===== src/rtl/music_pkg.sv =====
// Shared constants and types for the ROM-driven music player: note periods in 50 MHz clock
// cycles, the rest code, default song length and the player state encoding.
package music_pkg;

  typedef logic [32:0] note_t;

  // Full tone periods in clk cycles (50 MHz / f)
  localparam note_t D5  = 33'd255102;
  localparam note_t D6  = 33'd227273;
  localparam note_t D7  = 33'd202429;
  localparam note_t M1  = 33'd190840;
  localparam note_t M2  = 33'd170068;
  localparam note_t M3  = 33'd151515;
  localparam note_t M4  = 33'd143266;
  localparam note_t M5  = 33'd127551;
  localparam note_t M6  = 33'd113636;
  localparam note_t M7  = 33'd101215;
  localparam note_t H1  = 33'd95602;
  localparam note_t H2  = 33'd85179;
  localparam note_t H3  = 33'd75873;
  localparam note_t H4  = 33'd71633;
  localparam note_t H5  = 33'd63776;
  localparam note_t H6  = 33'd56818;
  localparam note_t H7  = 33'd50607;
  localparam note_t HH1 = 33'd47801;
  localparam note_t HH2 = 33'd42553;

  localparam int unsigned REST_CODE = 2500;
  localparam int unsigned SONG_LEN  = 384;

  typedef enum logic [2:0] {
    StIdle,
    StFetch,
    StLatch,
    StPlay,
    StDone
  } player_state_e;

endpackage


===== src/rtl/tone_gen.sv =====
// Square-wave tone generator: counts the note period while playing and drives the buzzer
// high for the first half of each period unless the note is a rest.
module tone_gen #(
  parameter int unsigned REST_CODE = 2500
) (
  input  logic        clk,
  input  logic        rst_n,
  input  logic        play_en_i,
  input  logic [32:0] note_i,
  output logic        beep_o
);
  import music_pkg::*;

  // play_en_i / note_i are next-cycle values so the registered beep lines up with PLAY.
  note_t tone_cnt_q, tone_cnt_d;
  logic  play_q;
  logic  beep_q, beep_d;
  logic  silent;

  always_comb begin
    silent     = (note_i == note_t'(REST_CODE)) || (note_i < note_t'(2));
    tone_cnt_d = '0;
    if (play_en_i && play_q && (tone_cnt_q < note_i - note_t'(1))) begin
      tone_cnt_d = tone_cnt_q + note_t'(1);
    end
    beep_d = play_en_i && !silent && (tone_cnt_d < (note_i >> 1));
  end

  always_ff @(posedge clk or negedge rst_n) begin
    if (!rst_n) begin
      tone_cnt_q <= '0;
      play_q     <= 1'b0;
      beep_q     <= 1'b0;
    end else begin
      tone_cnt_q <= tone_cnt_d;
      play_q     <= play_en_i;
      beep_q     <= beep_d;
    end
  end

  assign beep_o = beep_q;

endmodule


===== src/rtl/music_player.sv =====
// ROM-sequenced buzzer player: FETCH/LATCH each note word, play it for BEAT_CYCLES, then advance.
// Define MUSIC_LOOP_EN to restart from address 0 after the last entry instead of stopping.
module music_player #(
  parameter int unsigned BEAT_CYCLES = 12_500_000,
  parameter int unsigned SONG_LEN    = 384,
  parameter int unsigned REST_CODE   = 2500
) (
  input  logic        clk,
  input  logic        rst_n,
  input  logic        start,
  input  logic        stop,
  output logic [8:0]  address,
  input  logic [32:0] note_in,
  output logic        beep,
  output logic        busy,
  output logic        done
);
  import music_pkg::*;

  localparam int unsigned BeatW = (BEAT_CYCLES > 1) ? $clog2(BEAT_CYCLES) : 1;
  localparam logic [BeatW-1:0] BeatLast = BeatW'(BEAT_CYCLES - 1);
  localparam logic [8:0] AddrLast = 9'(SONG_LEN - 1);

  player_state_e    state_q, state_d;
  logic [8:0]       addr_q, addr_d;
  note_t            note_q, note_d;
  logic [BeatW-1:0] beat_q, beat_d;
  logic             done_q, done_d;

  always_comb begin
    state_d = state_q;
    addr_d  = addr_q;
    note_d  = note_q;
    beat_d  = beat_q;
    done_d  = 1'b0;
    unique case (state_q)
      StIdle: begin
        if (start && !stop) begin
          state_d = StFetch;
          addr_d  = '0;
        end
      end
      StFetch: state_d = StLatch;
      StLatch: begin
        note_d  = note_in;
        beat_d  = '0;
        state_d = StPlay;
      end
      StPlay: begin
        beat_d = beat_q + BeatW'(1);
        if (beat_q == BeatLast) begin
          beat_d = '0;
          if (addr_q < AddrLast) begin
            addr_d  = addr_q + 9'd1;
            state_d = StFetch;
          end else begin
            addr_d = '0;
            done_d = 1'b1;
`ifdef MUSIC_LOOP_EN
            state_d = StFetch;
`else
            state_d = StDone;
`endif
          end
        end
      end
      StDone:  state_d = StIdle;
      default: state_d = StIdle;
    endcase
    // Abort takes priority over everything, including a same-cycle start or song end.
    if (stop && (state_q != StIdle)) begin
      state_d = StIdle;
      addr_d  = '0;
      done_d  = 1'b0;
    end
  end

  always_ff @(posedge clk or negedge rst_n) begin
    if (!rst_n) begin
      state_q <= StIdle;
      addr_q  <= '0;
      note_q  <= '0;
      beat_q  <= '0;
      done_q  <= 1'b0;
    end else begin
      state_q <= state_d;
      addr_q  <= addr_d;
      note_q  <= note_d;
      beat_q  <= beat_d;
      done_q  <= done_d;
    end
  end

  tone_gen #(
    .REST_CODE(REST_CODE)
  ) u_tone_gen (
    .clk      (clk),
    .rst_n    (rst_n),
    .play_en_i(state_d == StPlay),
    .note_i   (note_d),
    .beep_o   (beep)
  );

  assign address = addr_q;
  assign done    = done_q;
  assign busy    = (state_q != StIdle) && (state_q != StDone);

endmodule


===== config.mk =====
export PLATFORM = sky130hd
export DESIGN_NAME = music_player
export DESIGN_NICKNAME = d
export VERILOG_FILES = /design/src/rtl/music_pkg.sv /design/src/rtl/tone_gen.sv /design/src/rtl/music_player.sv
export SDC_FILE = /design/constraint.sdc
export NUM_CORES = 1
export LEC_CHECK = 0
export CORE_ASPECT_RATIO = 1.25
export CORE_MARGIN = 1
export CORE_UTILIZATION = 60
export CTS_CLUSTER_SIZE = 25
export DETAILED_ROUTE_END_ITERATION = 7
export PLACE_DENSITY = 0.82
export SYNTH_ARGS = -nofsm -noshare
export SYNTH_HDL_FRONTEND = slang
export SYNTH_SLANG_ARGS = --single-unit
export TNS_END_PERCENT = 100

===== constraint.sdc =====
create_clock -name clk -period 6.8 [get_ports clk]
set_clock_uncertainty 0.15 [all_clocks]
set_input_delay 0.68 -clock clk [delete_from_list [all_inputs] [get_ports clk]]
set_output_delay 0.68 -clock clk [all_outputs]
set_load 0.05 [all_outputs]

==> results.py, run 1 <==
metrics = {
    "outcome": {
        "status": "complete, no violations",
    },
    "final_layout": {
        "nFillCells": 925,
        "nets": 925,
        "drive_gt1_frac": 0.0714,
        "antenna_cells": 0,
        "finish.utilization": 0.704,
        "area_delta_synth_final_pct": 13.2,
    },
    "logic_synthesis": {
        "synth.distinct_cells": 67,
        "synth_area_leader_cell": "dfrtp_1",
        "ys.flop_type": "dfrtp_1",
        "synth.avg_cell_area_um2": 9.38,
        "syn-num-nets": 877,
        "synth.area.top_cells": "dfrtp_1 36%, ha_1 12%, xnor2_1 5.1%, nor2_1 3.7%, nand2_1 3.6%",
        "synth_top_area_frac": 0.362,
        "ys_seq_area_frac": 0.362,
        "syn_area_um2": 7250,
        "async_flop_share": 1.00,
        "ys_top_cells_by_count": "105 x dfrtp_1, 72 x nor2_1, 70 x nand2_1",
        "synth_edf_count": 0,
        "yosysMostFrequentCell": "dfrtp_1",
        "synth_cells": 773,
        "ys_warn_count": 0,
        "ys_seq_elements": 105,
    },
    "power_and_ir_drop": {
        "clkPwrFrac": 0.304,
        "peakVddDrop_v": 0.000127,
        "power.leakage_nw": 3.49,
        "p_comb_frac": 0.312,
        "finalPower_w": 0.00192,
        "p_seq_frac": 0.384,
        "power.internal_w": 0.00127,
        "switching_share": 0.338,
        "power_density_nw_per_um2": 234,
        "power_switching_w": 0.000648,
    },
    "clock_network": {
        "clockBufferDepth": 2,
        "cts_tree": "built",
        "cts_made_buffers": 9,
        "clock-sinks": 105,
        "cts_root_buffer": "clkbuf_16",
        "clock_latency_ns": 0.37,
        "h-tree-depth": 3,
        "clk_pin_slew_ns": 0.07,
    },
    "detailed_routing": {
        "vias": 6069,
        "first_pass_iters": 5,
        "avgRoutedWirePerCell_um": 18.3,
        "via_per_inst": 6.15,
        "drt_first_iter_violations": 343,
        "drc_errors": 0,
        "final_antenna_net_count": 0,
        "drt-total-wl_um": 18100,
    },
    "sta": {
        "whs_ns": 0.198,
        "fin_ws_ns": 0.477,
        "drv_slew": 0,
        "setup_viol": 0,
        "final.period_utilization": 0.930,
        "period_minus_slack_ns": 6.32,
        "hold_viol_final": 0,
        "slew_headroom": 0.451,
        "timing.fmax_mhz": 158,
        "tightestPinTransition_ns": 0.823,
    },
    "die": {
        "row_count": 44,
        "start_util": 0.622,
        "coreArea_um2": 11700,
        "fp.dieW_um": 100,
        "die_area_um2": 12500,
        "die_y_um": 125,
        "ios": 49,
    },
    "worst_setup_path": {
        "reg2reg_slack_ns": 0.48,
        "critPathRequiredTime_ns": 6.93,
        "cp-endpoint": "u_tone_gen.beep_o$_DFF_PN0_",
        "crit_start": "state_q[0]$_DFF_PN0_",
        "r2r_cells": 24,
        "cp.arrival_ns": 6.45,
        "path_max_fanout": 27,
        "endpoint_kind": "register",
        "crit_type": "reg2reg",
        "reg2reg_to": "u_tone_gen.beep_o$_DFF_PN0_",
        "worst_r2r_startpoint": "state_q[0]$_DFF_PN0_",
        "cp-start-kind": "register",
    },
    "global_route": {
        "grt_pass1_vias": 6257,
        "grt_pass1_wl_um": 29800,
        "grt_max_degree": 55,
        "track_usage": 0.303,
        "overflow": 0,
        "antenna_found_initial": 0,
    },
    "placed_design": {
        "pre_cts_slack_ns": 0.177,
        "gp_congestion": 0.938,
        "hpwlAfterDp_um": 13600,
        "port-buffer-count": 48,
    },
    "hold_path": {
        "min_path_type": "in2async",
    },
    "flow_run": {
        "maxCapViolCount": 0,
    },
}
==> cell type report <==
type	count	area [µm²]	share of cell area
clock buffers	11	243	0.0295
multi-input cells	605	4340	0.528
clock inverters	5	86.3	0.0105
inverters	43	161	0.0196
flip-flops and latches	105	2630	0.320
repair buffers	57	558	0.0679
well taps	161	201	0.0245
==> stage by stage <==
stage / std cells / TNS [ns] / cell area (µm²)
2_1_floorplan: 773 / 0 / 7250
3_3_place_gp: 971 / 0 / 7870
3_5_place_dp: 971 / 0 / 7870
4_1_cts: 987 / 0 / 8200
5_1_grt: 987 / -0.0126 / 8220
6_report: 987 / 0 / 8220
==> cell usage in the layout (no fill, tap or decap), drive strengths merged, types with 2 or more instances in the layout <==
cell type | synthesis | routed
nor3b | 3 | 3
bufinv | 0 | 2
nand4 | 25 | 25
mux2 | 4 | 4
nor4 | 11 | 11
and4 | 10 | 10
and2 | 12 | 12
clkdlybuf4s50 | 0 | 47
o21ai | 52 | 52
nor3 | 24 | 24
nor4bb | 2 | 2
o21a | 2 | 2
nand3 | 41 | 41
a21o | 7 | 7
o41ai | 2 | 2
dfrtp | 105 | 105
o2bb2ai | 5 | 5
nand2b | 8 | 8
nor2 | 72 | 72
and3 | 13 | 13
nor2b | 5 | 5
buf | 15 | 10
clkbuf | 5 | 11
xnor2 | 42 | 42
nand2 | 70 | 70
mux2i | 34 | 34
or3 | 5 | 5
nand4b | 2 | 2
a211oi | 6 | 6
a31oi | 3 | 3
inv | 43 | 45
a2111oi | 2 | 2
ha | 67 | 67
a21oi | 22 | 22
a221oi | 2 | 2
o31ai | 7 | 7
xor2 | 27 | 27
a22oi | 2 | 2
==> critical path: stages (launching register included) <==
cell	delay, ns
dfrtp_1	0.52
nor3b_4	0.30
buf_12	0.27
mux2i_4	0.35
inv_2	0.11
nor4_4	0.44
and2_4	0.26
and2_4	0.19
nand2_1	0.08
xnor2_1	0.14
ha_1	0.30
and4_1	0.25
nor3b_1	0.20
a22oi_1	0.10
a31o_2	0.27
nand2_2	0.29
nor2_1	0.14
ha_1	0.33
a211oi_1	0.24
o21ai_0	0.17
a2111oi_0	0.52
a2111oi_1	0.13
o21ai_0	0.13
o2111ai_1	0.14
nor3_1	0.21
==> timing repair <==
item	in CTS	in global routing
setup endpoints to repair	0	1
gates resized for setup	0	4
hold buffers	0	0
setup buffers	0	0
==> routing by layer <==
metal  track usage  wire (µm)
met1         0.352       7180
met2         0.525       9230
met3        0.0380        828
met4         0.182        853
met5             0          0
==> cells by family after synthesis <==
logic type | Yosys count | synth area share
AND/OR/NAND/NOR | 306 | 0.223
AO/OA/AOI/OAI | 125 | 0.107
flip-flops | 105 | 0.362
XOR/XNOR | 69 | 0.0833
adder cells (fa/ha/maj) | 67 | 0.116
buffers and inverters | 63 | 0.0416
multiplexers | 38 | 0.0673
==> worst min path at each step <==
stage	startpoint	depth (start not counted)	endpoint	slack [ns]
detailed placement	beat_q[23]$_DFFE_PN0N_	1	beat_q[23]$_DFFE_PN0N_	0.33
finish	rst_n	1	note_q[29]$_DFF_PN0_	0.20
CTS	rst_n	1	note_q[29]$_DFF_PN0_	0.23
floorplan	rst_n	0	address[0]$_DFFE_PN0P_	0.23
global placement	beat_q[23]$_DFFE_PN0N_	1	beat_q[23]$_DFFE_PN0N_	0.32
global route	rst_n	1	u_tone_gen.tone_cnt_q[22]$_DFF_PN0_	0.26
==> power groups by stage <==
stage	Clock (W)	Combinational, W	Sequential [W]
floorplan	0	0.000426	0.000739
global placement	0	0.000562	0.000744
detailed placement	0	0.000586	0.000748
CTS	0.000587	0.000593	0.000736
global route	0.000614	0.000658	0.000743
finish	0.000583	0.000598	0.000737
==> flip-flops by register name, summed over array words and instances (netlist names) <==
| register | count |
|---|---|
| beat_q | 24 |
| state_q | 3 |
| u_tone_gen.beep_o | 1 |
| done | 1 |
| u_tone_gen.play_q | 1 |
| address | 9 |
| note_q | 33 |
| u_tone_gen.tone_cnt_q | 33 |
Note: power is estimated with default switching activity, not from simulation.
==> run 2, diff against run 1 <==
- CORE_UTILIZATION: 60 -> 40
- PLACE_DENSITY: 0.82 -> 0.59
==> run 2 against run 1 <==
Net effect: clock power is 8.6% higher; highest routed layer unchanged; design area is 1.8% higher; critical path depth is 1 lower; hold slack worse by 0.010 ns; sequential cell count stayed put; non-clock buffer count is 4 higher; fmax is 1.3% higher; via count is 4.1% lower; critical path type unchanged; routed wire length is 0.87% higher; largest cell class unchanged.
==> results.py, run 2 (synthesis gave the netlist of run 1 again) <==
metrics = {
    "final_layout": {
        "nets": 929,
        "multi_input_area_um2": 4340,
        "antenna_cells": 0,
        "drive_gt1_frac": 0.0783,
        "layout.cells.most_common": "dfrtp_1",
        "final_cell_mix": "105 x dfrtp_1, 72 x nor2_1, 69 x nand2_1",
        "area_delta_synth_final_pct": 15.3,
        "finalNonFillerCells": 1054,
        "largestRegisters": "note_q x33, u_tone_gen.tone_cnt_q x33, beat_q x24",
        "nFillCells": 1703,
        "regArea_um2": 2630,
    },
    "sta": {
        "hold_viol_final": 0,
        "timing.fmax_mhz": 160,
        "tightestPinTransition_ns": 0.945,
        "period_minus_slack_ns": 6.24,
        "whs_ns": 0.188,
        "drv_slew": 0,
        "finalSetupTns_ns": 0,
        "setup_viol": 0,
        "slew_headroom": 0.367,
        "final.period_utilization": 0.918,
        "rsz0062_at_grt": "false",
    },
    "die": {
        "fp.dieW_um": 122,
        "row_count": 54,
        "die_y_um": 153,
        "coreArea_um2": 17600,
        "ios": 49,
        "start_util": 0.411,
        "die_area_um2": 18700,
    },
    "worst_setup_path": {
        "cp-start-kind": "register",
        "endpoint_kind": "register",
        "path_max_fanout": 29,
        "crit_type": "reg2reg",
        "slowest_stage": "a2111oi_1",
        "cp_cell_sequence": "nor3b_4, buf_12, mux2i_1, ha_1, and3_1, nand2_1, nor3_1, xnor2_1, ha_1, nand4_1, nor4_1, a32oi_1, a31o_2, nand2_2, nor2_1, ha_1, a211oi_1, o21ai_0, a2111oi_0, a2111oi_1, nand4_1, a221oi_1, nor3_1",
        "cp_common_cell": "ha_1",
        "critPathRequiredTime_ns": 6.90,
        "cp_slowest_stage_delay_ns": 0.57,
        "cp.arrival_ns": 6.34,
    },
    "detailed_routing": {
        "avgRoutedWirePerCell_um": 17.3,
        "drt_first_iter_violations": 259,
        "first_pass_iters": 5,
        "via_per_inst": 5.52,
        "drc_errors": 0,
        "vias": 5822,
        "drt-total-wl_um": 18200,
        "final_antenna_net_count": 0,
    },
    "global_route": {
        "track_usage": 0.208,
        "overflow": 0,
        "use_met1": 0.265,
        "grt_pass1_wl_um": 30300,
        "antenna_found_initial": 0,
        "met2_usage": 0.350,
        "top_usage_layer": "met2",
        "grt_max_degree": 58,
        "grt_use_met3": 0.0303,
        "grt_pass1_vias": 5949,
    },
    "power_and_ir_drop": {
        "clkPwrFrac": 0.320,
        "switching_share": 0.327,
        "power.leakage_nw": 3.53,
        "peakVddDrop_v": 0.000135,
        "power.internal_w": 0.00133,
        "p_seq_frac": 0.370,
        "power_density_nw_per_um2": 236,
        "p_comb_frac": 0.310,
        "power_switching_w": 0.000647,
    },
    "clock_network": {
        "clk_pin_slew_ns": 0.07,
        "h-tree-depth": 3,
        "cts_root_buffer": "clkbuf_16",
        "clock-sinks": 105,
        "clockBufferDepth": 2,
        "cts_made_buffers": 9,
        "cts_tree": "built",
        "clock_latency_ns": 0.36,
    },
    "placed_design": {
        "hpwlAfterDp_um": 13800,
        "gp_congestion": 0.893,
        "port-buffer-count": 48,
        "place_inst": 1038,
    },
    "flow_run": {
        "maxCapViolCount": 0,
    },
    "hold_path": {
        "min_path_type": "in2async",
    },
    "outcome": {
        "status": "complete, no violations",
    },
}
==> run 2: power by group through the flow <==
| stage | combinational [W] | clock, W | sequential, W |
|---|---|---|---|
| after floorplan | 0.000426 | 0 | 0.000739 |
| after global placement | 0.000605 | 0 | 0.000744 |
| after detailed placement | 0.000612 | 0 | 0.000746 |
| after CTS | 0.000617 | 0.000648 | 0.000734 |
| after global routing | 0.000690 | 0.000664 | 0.000743 |
| final | 0.000613 | 0.000633 | 0.000733 |
==> run 2: layout make-up <==
| cell class | count | area share |
|---|---|---|
| multi-input combinational | 605 | 0.519 |
| sequential | 105 | 0.314 |
| timing repair buffer | 61 | 0.0703 |
| tap | 224 | 0.0335 |
| clock buffer | 12 | 0.0319 |
| inverter | 43 | 0.0193 |
| clock inverter | 4 | 0.0117 |
==> run 2: final timing paths <==
kind	start	to	slack [ns]	depth (start not counted)
setup / recovery	state_q[2]$_DFF_PN0_	u_tone_gen.beep_o$_DFF_PN0_	0.56	23
hold / removal	rst_n	note_q[20]$_DFF_PN0_	0.19	1
setup reg to reg	state_q[2]$_DFF_PN0_	u_tone_gen.beep_o$_DFF_PN0_	0.56	23
hold reg to reg	beat_q[23]$_DFFE_PN0N_	beat_q[23]$_DFFE_PN0N_	0.35	1
max in group asynchronous	rst_n	u_tone_gen.tone_cnt_q[8]$_DFF_PN0_	5.11	2
min in group clk	beat_q[23]$_DFFE_PN0N_	beat_q[23]$_DFFE_PN0N_	0.35	1
==> run 2: what timing repair did <==
action,in CTS,in global routing
setup endpoints to repair,0,1
buffers inserted,0,0
gates resized for setup,0,4
hold buffers,0,0
==> run 2: critical path: cells and delay by family, from the launching register on <==
kind / cells / cell delay, ns
adder cells (fa/ha/maj): 3 / 0.88
AND/OR/NAND/NOR: 10 / 2.07
AO/OA/AOI/OAI: 7 / 1.75
flip-flops: 1 / 0.51
multiplexers: 1 / 0.37
XOR/XNOR: 1 / 0.11
buffers and inverters: 1 / 0.28
==> run 2: through the flow <==
stage                     instance area, µm²  total power (W)  setup WS (ns)   util
after detailed placement                7990          0.00136          0.233  0.453
after global placement                  7990          0.00135          0.357  0.453
after global routing                    8370          0.00210         0.0229  0.474
final                                   8370          0.00198          0.557  0.474
after floorplan                         7250          0.00116          0.925      -
after CTS                               8350          0.00200          0.255  0.474
==> run 2: layer usage <==
layer,up-vias,routed length (µm),part of all wire
met1,2807,8140,0.45
li1,2865,-,-
met4,0,507,0.028
met2,115,8860,0.49
met5,-,0,0
met3,35,735,0.040
